<file path="src/rtl/surf_idctrl_pkg.sv">
// Shared definitions for the SURF ID/control register target and its initiators.
package surf_idctrl_pkg;

    // ID/control register map (byte addresses)
    localparam logic [10:0] IDCTRL_DEVICE_ADDR   = 11'h000;
    localparam logic [10:0] IDCTRL_VERSION_ADDR  = 11'h004;
    localparam logic [10:0] IDCTRL_DNA_ADDR      = 11'h008;
    localparam logic [10:0] IDCTRL_CTRLSTAT_ADDR = 11'h00C;
    localparam logic [10:0] IDCTRL_HSKCOUNT_ADDR = 11'h010;

    // Writing this bit of the DNA register pulses the DNA port load
    localparam int DNA_READ_BIT = 31;

    typedef enum logic [2:0] {
        DNA_IDLE,
        DNA_LOAD,
        DNA_LGAP,
        DNA_READ,
        DNA_RGAP,
        DNA_DONE,
        DNA_ERROR
    } dna_state_t;

    typedef enum logic [1:0] {
        WBM_IDLE,
        WBM_BUSY,
        WBM_WAIT
    } wbm_state_t;

endpackage

</file>
<file path="src/rtl/wb_single_master.sv">
// Single wishbone access engine: raises cyc on go_i, waits for a response,
// reissues after rty (with an idle gap), and flags done/fail with timeout.
module wb_single_master
    import surf_idctrl_pkg::*;
#(
    parameter int GAP_CYCLES     = 2,
    parameter int TIMEOUT_CYCLES = 255,
    parameter int MAX_RETRY      = 3
) (
    input  logic        clk_i,
    input  logic        rst_i,
    input  logic        go_i,
    input  logic        ack_i,
    input  logic        err_i,
    input  logic        rty_i,
    input  logic [31:0] dat_i,
    output logic        cyc_o,
    output logic        done_o,
    output logic        fail_o,
    output logic [31:0] rdata_o
);

    localparam int TW = $clog2(TIMEOUT_CYCLES + 1);
    localparam int RW = $clog2(MAX_RETRY + 2);
    localparam int GW = $clog2(GAP_CYCLES + 1);

    wbm_state_t    state_q, state_d;
    logic [TW-1:0] tmo_q, tmo_d;
    logic [RW-1:0] rty_q, rty_d;
    logic [GW-1:0] gap_q, gap_d;

    // Access engine state register
    always_ff @(posedge clk_i) begin
        if (rst_i) begin
            state_q <= WBM_IDLE;
            tmo_q   <= '0;
            rty_q   <= '0;
            gap_q   <= '0;
        end else begin
            state_q <= state_d;
            tmo_q   <= tmo_d;
            rty_q   <= rty_d;
            gap_q   <= gap_d;
        end
    end

    // Response handling: err beats ack beats rty; timeout only when nothing came back
    always_comb begin
        state_d = state_q;
        tmo_d   = tmo_q;
        rty_d   = rty_q;
        gap_d   = gap_q;
        done_o  = 1'b0;
        fail_o  = 1'b0;
        unique case (state_q)
            WBM_IDLE: begin
                if (go_i) begin
                    state_d = WBM_BUSY;
                    tmo_d   = '0;
                    rty_d   = '0;
                end
            end
            WBM_BUSY: begin
                if (err_i) begin
                    fail_o  = 1'b1;
                    state_d = WBM_IDLE;
                end else if (ack_i) begin
                    done_o  = 1'b1;
                    state_d = WBM_IDLE;
                end else if (rty_i) begin
                    if (rty_q == RW'(MAX_RETRY)) begin
                        fail_o  = 1'b1;
                        state_d = WBM_IDLE;
                    end else begin
                        rty_d   = rty_q + RW'(1);
                        gap_d   = '0;
                        state_d = WBM_WAIT;
                    end
                end else if (tmo_q == TW'(TIMEOUT_CYCLES - 1)) begin
                    fail_o  = 1'b1;
                    state_d = WBM_IDLE;
                end else begin
                    tmo_d = tmo_q + TW'(1);
                end
            end
            WBM_WAIT: begin
                if (gap_q == GW'(GAP_CYCLES - 1)) begin
                    state_d = WBM_BUSY;
                    tmo_d   = '0;
                end else begin
                    gap_d = gap_q + GW'(1);
                end
            end
            default: state_d = WBM_IDLE;
        endcase
    end

    assign cyc_o   = (state_q == WBM_BUSY);
    assign rdata_o = dat_i;

endmodule

</file>
<file path="src/rtl/surf_dna_reader.sv">
// Reads the 96-bit device DNA through the ID/control wishbone target:
// one load write, then one single-bit read per DNA bit, gap after each ack.
module surf_dna_reader
    import surf_idctrl_pkg::*;
#(
    parameter int                     DNA_BITS       = 96,
    parameter int                     WB_ADR_BITS    = 11,
    parameter logic [WB_ADR_BITS-1:0] DNA_ADDR       = IDCTRL_DNA_ADDR,
    parameter int                     GAP_CYCLES     = 2,
    parameter int                     TIMEOUT_CYCLES = 255,
    parameter int                     MAX_RETRY      = 3
) (
    input  logic                   wb_clk_i,
    input  logic                   wb_rst_i,
    input  logic                   start_i,
    output logic                   busy_o,
    output logic                   valid_o,
    output logic                   error_o,
    output logic [DNA_BITS-1:0]    dna_o,
    output logic                   wb_cyc_o,
    output logic                   wb_stb_o,
    output logic                   wb_we_o,
    output logic [WB_ADR_BITS-1:0] wb_adr_o,
    output logic [31:0]            wb_dat_o,
    output logic [3:0]             wb_sel_o,
    input  logic                   wb_ack_i,
    input  logic                   wb_err_i,
    input  logic                   wb_rty_i,
    input  logic [31:0]            wb_dat_i
);

    localparam int          CW        = $clog2(DNA_BITS + 1);
    localparam int          GW        = $clog2(GAP_CYCLES + 1);
    localparam logic [31:0] LOAD_WORD = 32'h1 << DNA_READ_BIT;

    dna_state_t          state_q, state_d;
    logic [CW-1:0]       cnt_q, cnt_d;
    logic [GW-1:0]       gap_q, gap_d;
    logic                pend_q, pend_d;
    logic [DNA_BITS-1:0] dna_q, dna_d;

    logic        go;
    logic        m_cyc, m_done, m_fail;
    logic [31:0] m_rdata;
    logic        unused_rdata;

    wb_single_master #(
        .GAP_CYCLES    (GAP_CYCLES),
        .TIMEOUT_CYCLES(TIMEOUT_CYCLES),
        .MAX_RETRY     (MAX_RETRY)
    ) u_master (
        .clk_i  (wb_clk_i),
        .rst_i  (wb_rst_i),
        .go_i   (go),
        .ack_i  (wb_ack_i),
        .err_i  (wb_err_i),
        .rty_i  (wb_rty_i),
        .dat_i  (wb_dat_i),
        .cyc_o  (m_cyc),
        .done_o (m_done),
        .fail_o (m_fail),
        .rdata_o(m_rdata)
    );

    // Only bit 0 of the read data carries DNA
    assign unused_rdata = ^m_rdata[31:1];

    // Sequencer state, bit counter, gap counter and DNA shadow
    always_ff @(posedge wb_clk_i) begin
        if (wb_rst_i) begin
            state_q <= DNA_IDLE;
            cnt_q   <= '0;
            gap_q   <= '0;
            pend_q  <= 1'b0;
            dna_q   <= '0;
        end else begin
            state_q <= state_d;
            cnt_q   <= cnt_d;
            gap_q   <= gap_d;
            pend_q  <= pend_d;
            dna_q   <= dna_d;
        end
    end

    // Sequencing: the next read is launched in the last gap cycle so cyc
    // rises exactly GAP_CYCLES after it dropped
    always_comb begin
        state_d = state_q;
        cnt_d   = cnt_q;
        gap_d   = gap_q;
        pend_d  = 1'b0;
        dna_d   = dna_q;
        go      = 1'b0;
        unique case (state_q)
            DNA_IDLE, DNA_DONE, DNA_ERROR: begin
                if (start_i) begin
                    state_d = DNA_LOAD;
                    cnt_d   = '0;
                    pend_d  = 1'b1;
                end
            end
            DNA_LOAD: begin
                go = pend_q;
                if (m_fail) begin
                    state_d = DNA_ERROR;
                end else if (m_done) begin
                    state_d = DNA_LGAP;
                    gap_d   = '0;
                end
            end
            DNA_READ: begin
                if (m_fail) begin
                    state_d = DNA_ERROR;
                end else if (m_done) begin
                    dna_d[cnt_q] = m_rdata[0];
                    cnt_d        = cnt_q + CW'(1);
                    gap_d        = '0;
                    state_d      = DNA_RGAP;
                end
            end
            DNA_LGAP, DNA_RGAP: begin
                if (gap_q == GW'(GAP_CYCLES - 1)) begin
                    if (state_q == DNA_LGAP || cnt_q < CW'(DNA_BITS)) begin
                        go      = 1'b1;
                        state_d = DNA_READ;
                    end else begin
                        state_d = DNA_DONE;
                    end
                end else begin
                    gap_d = gap_q + GW'(1);
                end
            end
            default: state_d = DNA_IDLE;
        endcase
    end

    assign busy_o   = (state_q == DNA_LOAD) || (state_q == DNA_LGAP) ||
                      (state_q == DNA_READ) || (state_q == DNA_RGAP);
    assign valid_o  = (state_q == DNA_DONE);
    assign error_o  = (state_q == DNA_ERROR);
    assign dna_o    = dna_q;

    assign wb_cyc_o = m_cyc;
    assign wb_stb_o = m_cyc;
    assign wb_we_o  = m_cyc && (state_q == DNA_LOAD);
    assign wb_adr_o = DNA_ADDR;
    assign wb_dat_o = wb_we_o ? LOAD_WORD : 32'h0;
    assign wb_sel_o = !m_cyc ? 4'b0000 : (wb_we_o ? 4'b1000 : 4'b1111);

endmodule

</file>
<file path="config.mk">
export PLATFORM = sky130hd
export DESIGN_NAME = surf_dna_reader
export DESIGN_NICKNAME = d
export VERILOG_FILES = /design/src/rtl/surf_idctrl_pkg.sv /design/src/rtl/wb_single_master.sv /design/src/rtl/surf_dna_reader.sv
export SDC_FILE = /design/constraint.sdc
export NUM_CORES = 1
export LEC_CHECK = 0
export CORE_MARGIN = 3
export CORE_UTILIZATION = 47
export DETAILED_ROUTE_END_ITERATION = 10
export DONT_BUFFER_PORTS = 1
export GPL_TIMING_DRIVEN = 0
export SLEW_MARGIN = 0
export SYNTH_ARGS = -nofsm -noshare
export SYNTH_HDL_FRONTEND = slang
export SYNTH_HIERARCHICAL = 1
export SYNTH_SLANG_ARGS = --single-unit
</file>
<file path="constraint.sdc">
create_clock -name wb_clk_i -period 3.6 [get_ports wb_clk_i]
set_input_delay 0.72 -clock wb_clk_i [delete_from_list [all_inputs] [get_ports wb_clk_i]]
set_output_delay 0.72 -clock wb_clk_i [all_outputs]
set_load 0.005 [all_outputs]
</file>
# Yosys cells after proc, flatten, opt, wreduce, memory -nomap -nowiden

Index checks and enable logic that the tools add are counted.

Bits in registers: 124
Input port bits: 38
Output and inout port bits: 149
Word-level logic and storage cells: 137

Add/sub/neg operators: 5
Order comparisons: 3
Equal/unequal tests: 31
Muxes and demuxes: 62
Bitwise logic cells: 2
Reductions and logical operators: 25

Operator list:

| kind                                                                         | count |
|---|---|
| 96-bit bitwise mux                                                           | 1 |
| 8-bit 2-to-1 mux                                                             | 6 |
| 3-bit 2-to-1 mux                                                             | 13 |
| 32-bit 2-to-1 mux                                                            | 1 |
| 2-bit 2-to-1 mux                                                             | 15 |
| 2-bit inequality test, second input constant                                 | 14 |
| 8-bit one-hot mux with 3 select lines                                        | 1 |
| 7-bit 2-to-1 mux                                                             | 3 |
| 7-bit one-hot mux with 2 select lines                                        | 1 |
| 1-bit 2-to-1 mux                                                             | 13 |
| 3-bit one-hot mux with 4 select lines                                        | 1 |
| 4-bit AND reduction                                                          | 3 |
| 6-bit AND reduction                                                          | 2 |
| 3-bit by 2-bit == test with 1-bit output, second input constant              | 3 |
| 3-bit == test, second input constant                                         | 3 |
| 8-bit by 1-bit adder with 8-bit output, second input constant                | 1 |
| 8-bit == test, second input constant                                         | 1 |
| 7-bit by 8-bit less-than comparator with 1-bit output, second input constant | 1 |
| 2-bit one-hot mux with 2 select lines                                        | 2 |
| 2-bit nonzero test                                                           | 4 |
| 7-bit by 1-bit adder with 7-bit output, second input constant                | 1 |
| 1-bit demux with 7-bit select                                                | 1 |
| 7-bit by 1-bit >= comparator with 1-bit output, second input constant        | 1 |
| 7-bit less-than comparator, second input constant                            | 1 |
| other kinds (22)                                                             | 35 |

# Logic depth before layout (Yosys ltp)

Gate-level depths: netlist (run 1).

Depth in word-level cells: 8
Gate-level depth with buffers: 12
Depth with buffers taken out: 10

# Modules after synthesis

Netlist (run 1), hierarchy kept.

Modules (own cells, without submodules):

| module           | times used | cells an instance | area each (µm²) | seq. area each (µm²) |
|---|---|---|---|---|
| surf_dna_reader  | 1          | 670               | 5,338.9         | 2,182.1 |
| wb_single_master | 1          | 126               | 1,067.3         | 300.3 |

# Worst setup path after synthesis (run 1)

No wires, ideal clock.

Path kind: register to register
Start point: register u_master.tmo_q[0]
End point: register dna_q[38] (netlist: dna_o[38])
Library setup time: 0.070 ns
Data arrival time: 2.105 ns
Required time: 3.530 ns
Path slack: 1.424 ns
Stages on the path, launching flop included: 13
Buffers on the path: 2
Clock period less this slack: 2.176 ns
Cell sequence: dfxtp_1 inv_1 ha_1 and3_2 nand3b_1 a21oi_1 o21a_1 nor4bb_1 and2_0 buf_2 buf_4 nand4_1 a21oi_1

Word-level cells in the longest chain between the ends: 8

RTL lines:

| what                                 | line                   | RTL |
|---|---|---|
| start: declaration                   | wb_single_master.sv:28 | `logic [TW-1:0] tmo_q, tmo_d;` |
| start signal: assignment             | wb_single_master.sv:41 | `tmo_q <= tmo_d;` |
| 8-bit == test                        | wb_single_master.sv:79 | `end else if (tmo_q == TW'(TIMEOUT_CYCLES - 1)) begin` |
| 1-bit 2-to-1 mux                     | wb_single_master.sv:79 |  |
| 1-bit 2-to-1 mux                     | wb_single_master.sv:70 | `end else if (rty_i) begin` |
| 1-bit 2-to-1 mux                     | wb_single_master.sv:67 | `end else if (ack_i) begin` |
| 1-bit 2-to-1 mux                     | wb_single_master.sv:64 | `if (err_i) begin` |
| 1-bit 2-to-1 mux                     | wb_single_master.sv:55 | `unique case (state_q)` |
| named net m_fail                     | surf_dna_reader.sv:43  | `logic m_cyc, m_done, m_fail;` |
| 1-bit inverter (no source line)      | --                     |  |
| 3-bit AND reduction (no source line) | --                     |  |
| end signal: assignment               | surf_dna_reader.sv:81  | `dna_q <= dna_d;` |
| end: declaration                     | surf_dna_reader.sv:40  | `logic [DNA_BITS-1:0] dna_q, dna_d;` |

The timed path passes the listed nets, and every way through them passes these cells.
A chain may end at the register's enable or synchronous reset.

# Final worst setup path (run 1)

Start point: register u_master.state_q[1]
End point: register dna_q[91] (netlist: dna_o[91])

Elaborated cells on any way between the ends: 5
Those cells by class: 1 x eq/ne; 2 x mux; 1 x bitwise; 1 x reduce/logical

RTL lines:

| what                                     | line                   | RTL |
|---|---|---|
| start: declaration                       | wb_single_master.sv:27 | `wbm_state_t state_q, state_d;` |
| start signal: assignment                 | wb_single_master.sv:40 | `state_q <= state_d;` |
| 2-bit by 1-bit == test with 1-bit output | wb_single_master.sv:55 |  |
| 1-bit 2-to-1 mux                         | wb_single_master.sv:55 |  |
| named net m_done                         | surf_dna_reader.sv:43  |  |
| 3-bit AND reduction (no source line)     | --                     |  |

The timed path passes the listed nets, and every way through them passes these cells.

==> results, run 1 <==
- The run finished with clean final reports.
- Static timing analysis puts the maximum clock frequency at about 340 MHz.
- The switching power share of the total is ~23%.
- For this block, the initial DRC count from the detailed router was 561.
- The height of the die is around 120 um.
- The maximum number of pins on one net before global-route repair is 17.
- Clock skew on the completed layout was measured at ~0.012 ns.
- Once the floorplan was initialized, standard cells occupied between 40 and 50% of the core.
- Per report_power, the combinational group accounts for 6.2% of the total.
- The beginning of the worst register-to-register path is u_master/state_q[1].
- Summed over all nets, the half-perimeter wirelength after detailed placement is about 14 mm.
- The number of antenna diodes is 0.
- In this run the worst path has a maximum fanout of 10.
- The number of global-route vias before repair came to between 5000 and 6000.
- From synthesis to final layout, the design area changed by 15.5%.
- The total of cells resized after clock tree synthesis is 0.
- The share of power burned in registers is 41.7%.
- Across every metal layer, demand over resource in global routing totals 27.1%.
- The warning count from the yosys run is 6.
- In the final routed layout, each cell accounts on average for between 15 and 20 um.
- In the global route stage, met1 resource usage came out at a little over a third.
- The time the final worst path needs with I/O delays and setup is 2.94 ns.
- The per-instance average area after synthesis is roughly 8.1 sq um.
- The layer flagged by global routing as most heavily used is met2.
- The setup fix buffers added after clock tree synthesis is 0.
- The highest ir drop seen on vdd is between 0.3 and 0.4 mV.
- The element type at the critical path end is a register.
- After floorplanning, the core was divided into between 40 and 50 placement rows.
- Setup violations remaining at the end of the flow were counted as 0.
- For this run, global-route usage on met3 was measured as between 9 and 10%.
- The die covers between 0.01 and 0.015 sq mm.
- The CTS tree is yes.
- The worst path meets setup with about 0.66 ns of slack.
- The share of the clock period used by the worst path is 81.7%.
- The overall via count from detail_route is 6043.
- The number of endpoints with negative hold slack in the final report is 0.
- The worst hold path begins at gap_q[0].
- The top-level port count is 187.
- The startpoint of the most critical setup path is u_master/state_q[1].
- The tool flagged a number of max-cap violations equal to 0.
- The max-slew violation total from the final report is 0.
- The horizontal die dimension is approximately 120 um.
- CTS built an H-tree with a depth of 4.
- The cell count after synthesis is ~770.
- Clock-pin slew was measured on the worst setup and hold paths at 0.06 ns.
- The detailed-routing iteration count for the pre-antenna-repair pass is 5.
- The mapped netlist covers slightly above 0.006 sq mm.
- Internal power comes to approximately 2.6 mW.
- The clock network is responsible for between 50% and 60% of the overall power.
- Data on the critical path is required at its endpoint by a little under 4 ns.
- The analysis attributes to cell leakage a power of ~2.5 nW.
- The worst-case clock buffer depth is 2.
- The post-detailed-route DRC marker count is 0.
- The worst setup path is of the reg2reg kind.
- The setup TNS after final layout is 0 ns.
- Setup repair after global routing left no endpoint under its margin.
- The cell at the root of the clock tree is clkbuf_16.
- The final layout contains 869 nets.
- The headroom to the max-slew limit is ~44%.
- The data arrival time of the critical path is approximately 3.2 ns.
- The type of origin of the critical path is a register.
- The total clock sinks is 124.
- The analysis attributes to net switching a power of between 0.7 and 0.8 mW.
- The total routed wirelength is a little over 20 mm.
- The cell area power density is 465 mW/mm^2.
- The total clock buffers created by CTS is 17.
- The first-pass GRT wire length is slightly above 30 mm.
- The global-route met2 utilization is approximately two fifths.
- For the worst-skew pair, the clock arrives at the later sink with an insertion delay of between 0.4 and 0.5 ns.
- The initial antenna violation count is 0.
- The quantity of I/O buffers inserted on ports is 0.
- Global routing finished with a remaining overflow of 0.
- The path class of the tightest hold or removal check is reg2reg.
- Buffers inserted to repair hold after CTS numbered 0.
- At the end of routability-driven placement, the weighted congestion stood at approximately 0.86.
- The ratio of routed vias to standard cells is ~6.
- The core region is roughly 0.013 sq mm.
- OpenSTA, run right after detailed placement, puts the worst setup slack at slightly below 0.7 ns.
- The remaining antenna violation count after routing is 0.
- The transition at the pin with the smallest max-transition slack is 0.842 ns.
- Of the cells placed in the final design, the portion with a size suffix greater than 1 is ~15%.
==> power groups by stage <==
stage	registers (mW)	clock network (mW)	logic (mW)
floorplan	1.41	0	0.161
global placement	1.41	0	0.198
detailed placement	1.41	0	0.202
CTS	1.38	1.74	0.202
global route	1.38	1.82	0.228
finish	1.38	1.72	0.206
==> sequential cells by signal (all words and copies together) (netlist names) <==
signal,flops
u_master/rty_q,3
u_master/gap_q,2
u_master/state_q,2
pend_q,1
dna_o,96
gap_q,2
u_master/tmo_q,8
state_q,3
cnt_q,7
==> final cells by class <==
type / count / area [sq um]
Sequential cell: 124 / 2480
Clock inverter: 12 / 146
Multi-Input combinational cell: 536 / 3050
Buffer: 134 / 754
Fill cell: 1257 / 5590
Tap cell: 172 / 215
Inverter: 11 / 41.3
Clock buffer: 20 / 447
==> critical path, stage by stage (launching register included) <==
cell      delay [ns]
dfxtp_1         0.35
nand2b_1        0.29
nor3b_1         0.68
nor4bb_1        0.55
nand2_1         0.26
clkbuf_1        0.33
o21ai_0         0.25
a21oi_1         0.09
==> path summary, 6_finish.rpt <==
path               endpoint  slack [ns]  cells past startpoint
hold reg to reg    gap_q[0]        0.47                      1
setup / recovery  dna_o[91]        0.66                      7
setup reg to reg  dna_o[91]        0.66                      7
hold / removal     gap_q[0]        0.47                      1
==> through the flow <==
step / std cells / hold slack [ns] / utilization, % / total power [mW] / cell area, sq um
CTS: 1009 / 0.467 / 56.1 / 3.32 / 7130
finish: 1009 / 0.466 / 56.1 / 3.31 / 7130
global route: 1009 / 0.489 / 56.1 / 3.43 / 7130
global placement: 977 / 0.453 / 51.4 / 1.61 / 6540
floorplan: 805 / 0.431 / - / 1.57 / 6320
detailed placement: 977 / 0.457 / 51.4 / 1.61 / 6540
==> per-layer routing <==
layer | up-vias | share of wire [%]
met4 | 0 | 2.5
li1 | 2820 | -
met5 | - | 0
met1 | 2839 | 41
met2 | 344 | 45
met3 | 40 | 12
==> layout by cell type, fill, tap and decap left out, drive strengths merged, types with 12 or more instances in the layout <==
cell type,instances
o21ai,101
buf,78
a21oi,109
nand4,97
nand2,46
dfxtp,124
nand3,12
conb,42
clkbuf,76
nor2,17
Power figures use the tool's default switching activity.
==> inputs of run 2 (changes only) <==
Clock period 3.6 ns to 2.56 ns, I/O delays scaled along.
==> run 2 against run 1 <==
Net effect: combinational power up 43%; sequential power up 41%; worst hold slack lost 0.19 ns; final area up 2.3%; die area is the same; largest cell class unchanged; highest routed layer unchanged.
==> results, run 2 (synthesis gave the netlist of run 1 again) <==
- The run finished with clean final reports.
- The slowest stage of the critical path belongs to the cell dfxtp_2.
- Detailed placement ended at an HPWL of roughly 14 mm.
- The worst hold path stage count is 3.
- The die area is 0.0145 sq mm.
- The analysis attributes to cell leakage a power of around 2.6 nW.
- For this run the aggregate overflow at the end of global routing stands at 0.
- The worst-case clock buffer depth is 2.
- The placeable core region is ~0.013 sq mm.
- The path class of the lowest-slack min-delay path is in2reg.
- The worst setup path is captured at a register.
- For the worst-skew pair, the clock arrives at the later sink with an insertion delay of around 0.43 ns.
- Detailed routing inserted a total of 6061 vias.
- The critical path required time is 2.91 ns.
- The cell count of the worst reg-to-reg path is 12.
- Traced cell by cell, the critical path runs through inv_1 > ha_1 > and3_4 > nand3b_1 > a21oi_1 > o21a_2 > nor4bb_4 > and2_0 > buf_2 > buf_4 > nand4_1 > a21oi_2.
- The switching power share of the total is between 20% and 30%.
- The tool flagged a number of max-cap violations equal to 0.
- The cell family contributing the most delay on the critical path is simple AND/OR/NAND/NOR gates.
- The worst setup path category is reg2reg.
- The ratio of cells with drive above 1 in the final layout is approximately 18%.
- The beginning of the worst register-to-register path is u_master/tmo_q[0].
- Buffers placed on the I/O ports in this run total 0.
- The first detailed-routing pass ran for 5 iterations.
- The initial antenna violation count is 0.
- The time the final worst path needs with I/O delays and setup is around 2.5 ns.
- The weighted congestion reported at the end of routability-driven placement is 0.863.
- After detailed routing, the average wire length per cell comes to 20.2 um.
- The number of antenna diodes in the final layout is 0.
- The remaining antenna violation count after routing is 0.
- The stage delay of the slowest cell on the critical path is around 0.33 ns.
- around 190 I/O pins were placed.
- Summed over all failing endpoints, the final setup total negative slack is 0 ns.
- The number of cell rows is 41.
- The total internal power is around 3.6 mW.
- The critical register-to-register path endpoint is dna_o[84].
- Sequential cells burn 41.6% of the power.
- The clock edge transition at the registers on the reported setup and hold paths is 0.05 ns.
- After the last flow step, the layout net total stands at ~870.
- The detailed router finished its first iteration with roughly 580 violations.
- The clock drives between 100 and 150 sinks.
- The switching power summed over all nets is 1.07 mW.
- The number of flip-flops in the largest register is 96.
- The buffering stage count on the worst path with inverters included is 3.
- The leading cell type in the layout, fill and taps excluded is dfxtp_1.
- At the pin with the least slew margin, the transition time is ~0.86 ns.
- Setup violations remaining at the end of the flow were counted as 0.
- The headroom to the max-slew limit is between 40% and 50%.
- Final hold analysis gives a worst-case slack of 0.273 ns.
- Dividing total power by cell area gives a power density of 641 mW/mm^2.
- The share of total power dissipated in combinational logic is 6.3%.
- Across the VDD grid, the largest voltage drop is 0.443 mV.
- The max-slew violation total from the final report came to 0.
- Timing would allow up to 408 MHz.
- Across all register-to-register paths, the minimum setup slack is roughly 0.11 ns.
- The hold-fix buffer count after cts is 0.
- Wires add up to just over 20 mm.
- The endpoint of the worst hold-timing path is u_master/tmo_q[0].
- The ratio of routed vias to standard cells is 5.98.
- Leaving out fill and tap cells, the most frequent cells in the layout are 123 x dfxtp_1, 104 x a21oi_1, 97 x nand4_1, 97 x o21ai_0, 57 x buf_4.
- Along the worst path, the maximum fanout reaches 10.
- The number of global-route vias before repair is 5644.
- The clock network accounts for 52.1% of the total power.
- Entering global routing, the biggest net connects 17 pins.
- STA classifies the critical path startpoint as a register.
- STA puts the critical path data arrival time at about 2.8 ns.
- TritonCTS built the clock tree.
- The die is 121 um tall.
- The H-tree was split into 4 levels.
- In this run the clock root is driven by a clkbuf_16.
- The number of filler instances in the final layout is ~1200.
- The number of endpoints with negative hold slack in the final report was 0.
- The area growth from synthesis to layout is 18.1%.
- Between clock sinks in the finished design, the worst skew comes to ~0.011 ns.
- The horizontal die dimension is roughly 120 um.
- The startpoint of the tightest hold check path is wb_rty_i.
- After layout, the worst path uses between 90% and 100% of the clock period.
- In the routed design, unresolved DRC markers number 0.
- The initial standard-cell utilization of the core is about half.
- For this run, the total global-route usage over all layers was measured as 27.1%.
- The total clock buffers created by CTS is 17.
- The first global-routing pass estimated approximately 31 mm of wire.
## run 2: worst max-delay path by stage
stage | depth (start not counted) | startpoint | end
floorplan | 12 | u_master/tmo_q[0] | dna_o[38]
global placement | 7 | u_master/state_q[1] | dna_o[85]
detailed placement | 7 | u_master/state_q[1] | dna_o[89]
CTS | 11 | u_master/tmo_q[0] | dna_o[46]
global route | 12 | u_master/tmo_q[0] | dna_o[83]
finish | 12 | u_master/tmo_q[0] | dna_o[84]
## run 2: worst register-to-register path, stage by stage, from the launching register on
cell and delay (ns):
dfxtp_2 0.33, inv_1 0.06, ha_1 0.20, and3_4 0.19, nand3b_1 0.08, a21oi_1 0.07, o21a_2 0.28, nor4bb_4 0.33
and2_0 0.16, buf_2 0.16, buf_4 0.21, nand4_1 0.15, a21oi_2 0.17
## run 2: power groups by stage
stage / sequential [mW] / combinational, mW / clock (mW)
final: 1.95 / 0.294 / 2.43
after global routing: 1.95 / 0.324 / 2.56
after CTS: 1.95 / 0.285 / 2.45
after detailed placement: 1.99 / 0.284 / 0
after global placement: 1.99 / 0.279 / 0
after floorplan: 1.99 / 0.227 / 0
## run 2: layout make-up
cell class / count / area [sq um] / area share, %
Buffer: 134 / 787 / 10.8
Clock buffer: 20 / 447 / 6.12
Clock inverter: 12 / 146 / 2.01
Inverter: 11 / 41.3 / 0.566
Multi-Input combinational cell: 536 / 3120 / 42.8
Sequential cell: 124 / 2480 / 34.1
Tap cell: 172 / 215 / 2.95
Timing Repair Buffer: 5 / 55.1 / 0.755
## run 2: repair_timing
action	CTS	global route
pin swaps	0	4
gates resized for setup	13	26
setup endpoints to repair	87	92
cloned	0	1
buffers inserted	0	4
## run 2: routing by layer
metal / track usage [%] / share of wire (%) / vias to the layer above
met5: 0 / 0 / -
met4: 9.35 / 2.2 / 0
met3: 9.64 / 11 / 42
met2: 42.4 / 45 / 311
met1: 34.8 / 42 / 2880
li1: - / - / 2828
## run 2: per-stage QoR
step | utilization (%) | setup slack (ns) | area [sq um] | power [mW] | instances
floorplan | - | 0.384 | 6320 | 2.21 | 805
global placement | 51.4 | -0.245 | 6540 | 2.27 | 977
detailed placement | 51.4 | -0.316 | 6540 | 2.27 | 977
CTS | 56.4 | 0.00835 | 7180 | 4.68 | 1009
global route | 57.3 | -0.0186 | 7290 | 4.83 | 1014
finish | 57.3 | 0.107 | 7290 | 4.67 | 1014
==> inputs of run 3 (changes only) <==
Settings changed: GPL_TIMING_DRIVEN 0 to default, SLEW_MARGIN 0 to 20.
==> run 3 against run 2 <==
Net effect: maximum frequency grew 0.62%; sequential cell count unchanged; critical path depth fell by 1; sequential share of layout area grew 3.2 points; clock power fell by 5%; critical endpoint is now cnt_q[5].
==> results, run 3 (synthesis gave the netlist of run 1 again) <==
- The post-detailed-route DRC marker count is 0.
- The highest fanout seen on the critical path is 11.
- The fmax is 410 MHz.
- The share of power burned in registers is between 40% and 50%.
- In the layout the commonest cells are 124 x dfxtp_1, 109 x a21oi_1, 98 x o21ai_0.
- The clock latency on the worst-skew pair is slightly above 0.4 ns.
- The DRC violation total after the first TritonRoute iteration is 444.
- The number of flip-flops in the largest register is 96.
- The post-synthesis to final-layout area growth is 7.88%.
- STA classifies the critical path startpoint as a register.
- The placed wire-length estimate after detailed placement is a little over 10 mm.
- The finished cells cover roughly 0.0067 sq mm.
- The ratio of cells with drive above 1 in the final layout is ~11%.
- The largest individual stage delay along the critical path comes from the cell or3_1.
- Wires add up to 17.1 mm.
- The initial standard-cell utilization of the core is about half.
- The tool flagged a number of max-cap violations equal to 0.
- The category of cells accounting for the largest share of critical-path delay is simple AND/OR/NAND/NOR gates.
- The worst setup path category is reg2reg.
- In this run the count of I/O pins placed on the die edge is about 190.
- The number of endpoints with negative hold slack in the final report is 0.
- The number of H-tree levels is 4.
- In this run the power density over the cells is 664 mW/mm^2.
- Counting both buffers and inverters, the worst setup path holds a total of 2.
- The critical path required time is between 2 and 3 ns.
- Between clock sinks in the finished design, the worst skew comes to 0.0108 ns.
- Summing internal, switching and leakage power gives about 4.4 mW.
- The die covers 0.0145 sq mm.
- Leaving out fill and tap cells, the most frequent cell in the layout is dfxtp_1.
- Dividing the detail-routed wire length by the instance count gives around 19 um.
- The time the final worst path needs with I/O delays and setup is about 2.4 ns.
- The initial antenna violation count was 0.
- The run finished with clean final reports.
- In this run, the clock network consumes 52.4% of the power.
- Adding up every negative setup slack in the final design gives 0 ns.
- The max-slew violation total from the final report is 0.
- Setup violations remaining at the end of the flow were counted as 0.
- Setup repair after global routing could not meet its margin everywhere.
- The number of filler instances in the final layout is between 1000 and 1500.
- TritonCTS built the clock tree.
- Of the total power, combinational logic draws ~3.6%.
- In this run the remaining antenna-violating nets after routing total 0.
- The quantity of I/O buffers inserted on ports is 0.
- The signal on the critical path passes through inv_1 > ha_1 > and3_2 > nand3b_1 > a21oi_1 > o21a_1 > buf_4 > and2b_2 > nand2_4 > or3_1 > a31oi_1.
- The highest ir drop seen on vdd is about 0.48 mV.
- The horizontal die dimension is approximately 120 um.
- For this run, the slowest stage of the critical path takes around 0.37 ns.
- In the final design database the tool counted ~760 nets.
- The repair_antennas step left the layout with diodes totalling 0.
- For the pin with the worst max-slew slack, the measured transition is between 0.6 and 0.7 ns.
- In this run the tightest slew margin relative to its limit is 57.0%.
- After global routing the overflow that remains totals 0.
- For the worst setup path, the data arrival time is roughly 2.8 ns.
- The global-route usage over all layers is between 20 and 25%.
- The number of cell rows is 41.
- The maximum number of pins on one net before global-route repair is roughly 120.
- The switching power summed over all nets is roughly 0.97 mW.
- The leakage power is roughly 2.2 nW.
- The placeable core region is 0.0127 sq mm.
- The detailed-routing iteration count for the pre-antenna-repair pass is 6.
- The cell at the root of the clock tree is clkbuf_16.
- The cell area reported after detailed placement is between 0.006 and 0.007 sq mm.
- The worst setup path is captured at a register.
- The overall via count from detail_route is around 5600.
- Counting along the longest clock path gives a buffer depth of 2.
- The share of the clock period used by the worst path is a little over nine tenths.
- Net switching is between 20% and 30% of the power.
- The die is between 100 and 150 um tall.
- The total clock sinks is about 120.
- The number of global-route vias before repair is 5104.
- The total clock buffers created by CTS is 17.
- At the end of routability-driven placement, the weighted congestion stood at about 0.83.
- Using the TritonRoute via totals, the vias-per-cell ratio works out to a little over 6.
- The path class of the lowest-slack min-delay path is in2reg.
- The clock edge transition at the registers on the reported setup and hold paths is ~0.060 ns.
- The first-pass GRT wire length is approximately 26 mm.
- Cell internal power was estimated by the tool at 3.45 mW.
run 3: cell types whose count changed in the layout (fill, tap and decap cells not counted), sizes merged:
| cell | delta |
|---|---|
| clkinv | +1 |
| bufinv | -1 |
| inv | +1 |
| clkinvlp | -2 |
| buf | -56 |
| clkbuf | -54 |
run 3: power groups by stage:
stage          Clock [mW]  Combinational, mW  Sequential, mW
6_report             2.32              0.160            1.95
5_1_grt              2.43              0.180            1.95
4_1_cts              2.36              0.156            1.95
3_5_place_dp            0              0.156            1.99
3_3_place_gp            0              0.152            1.99
2_1_floorplan           0              0.227            1.99
run 3: per-layer routing:
layer,track usage (%),wire [um],up-vias
li1,-,-,2614
met1,27.9,7070,2668
met2,35.1,8100,239
met3,6.83,1490,29
met4,10.6,412,0
met5,0,0,-
run 3: layout make-up:
| class | count | area, sq um | area share [%] |
|---|---|---|---|
| inverter | 11 | 41.3 | 0.620 |
| tap | 172 | 215 | 3.23 |
| clock buffer | 21 | 450 | 6.76 |
| timing repair buffer | 28 | 282 | 4.23 |
| multi-input combinational | 536 | 3070 | 46.1 |
| clock inverter | 11 | 119 | 1.78 |
| sequential | 124 | 2480 | 37.3 |
run 3: path summary, 6_finish.rpt:
kind	start	to	slack, ns	depth (start not counted)
setup / recovery	u_master/tmo_q[0]	cnt_q[5]	0.12	11
hold / removal	wb_rst_i	dna_o[58]	0.18	1
setup reg to reg	u_master/tmo_q[0]	cnt_q[5]	0.12	11
hold reg to reg	u_master/tmo_q[7]	u_master/tmo_q[7]	0.47	1
run 3: stage by stage:
stage | utilization [%] | setup WS (ns) | cells | hold WS [ns]
final | 52.4 | 0.122 | 903 | 0.175
after global routing | 52.4 | -0.0466 | 903 | 0.148
after CTS | 52.0 | 0.0667 | 902 | 0.163
after detailed placement | 47.5 | 0.116 | 870 | 0.457
after global placement | 47.5 | 0.178 | 870 | 0.449
after floorplan | - | 0.384 | 805 | 0.431
run 3: repair_timing:
item,4_1_cts,5_1_grt
hold buffers,0,0
setup buffers,0,0
setup endpoints to repair,0,53
resized for setup,0,8
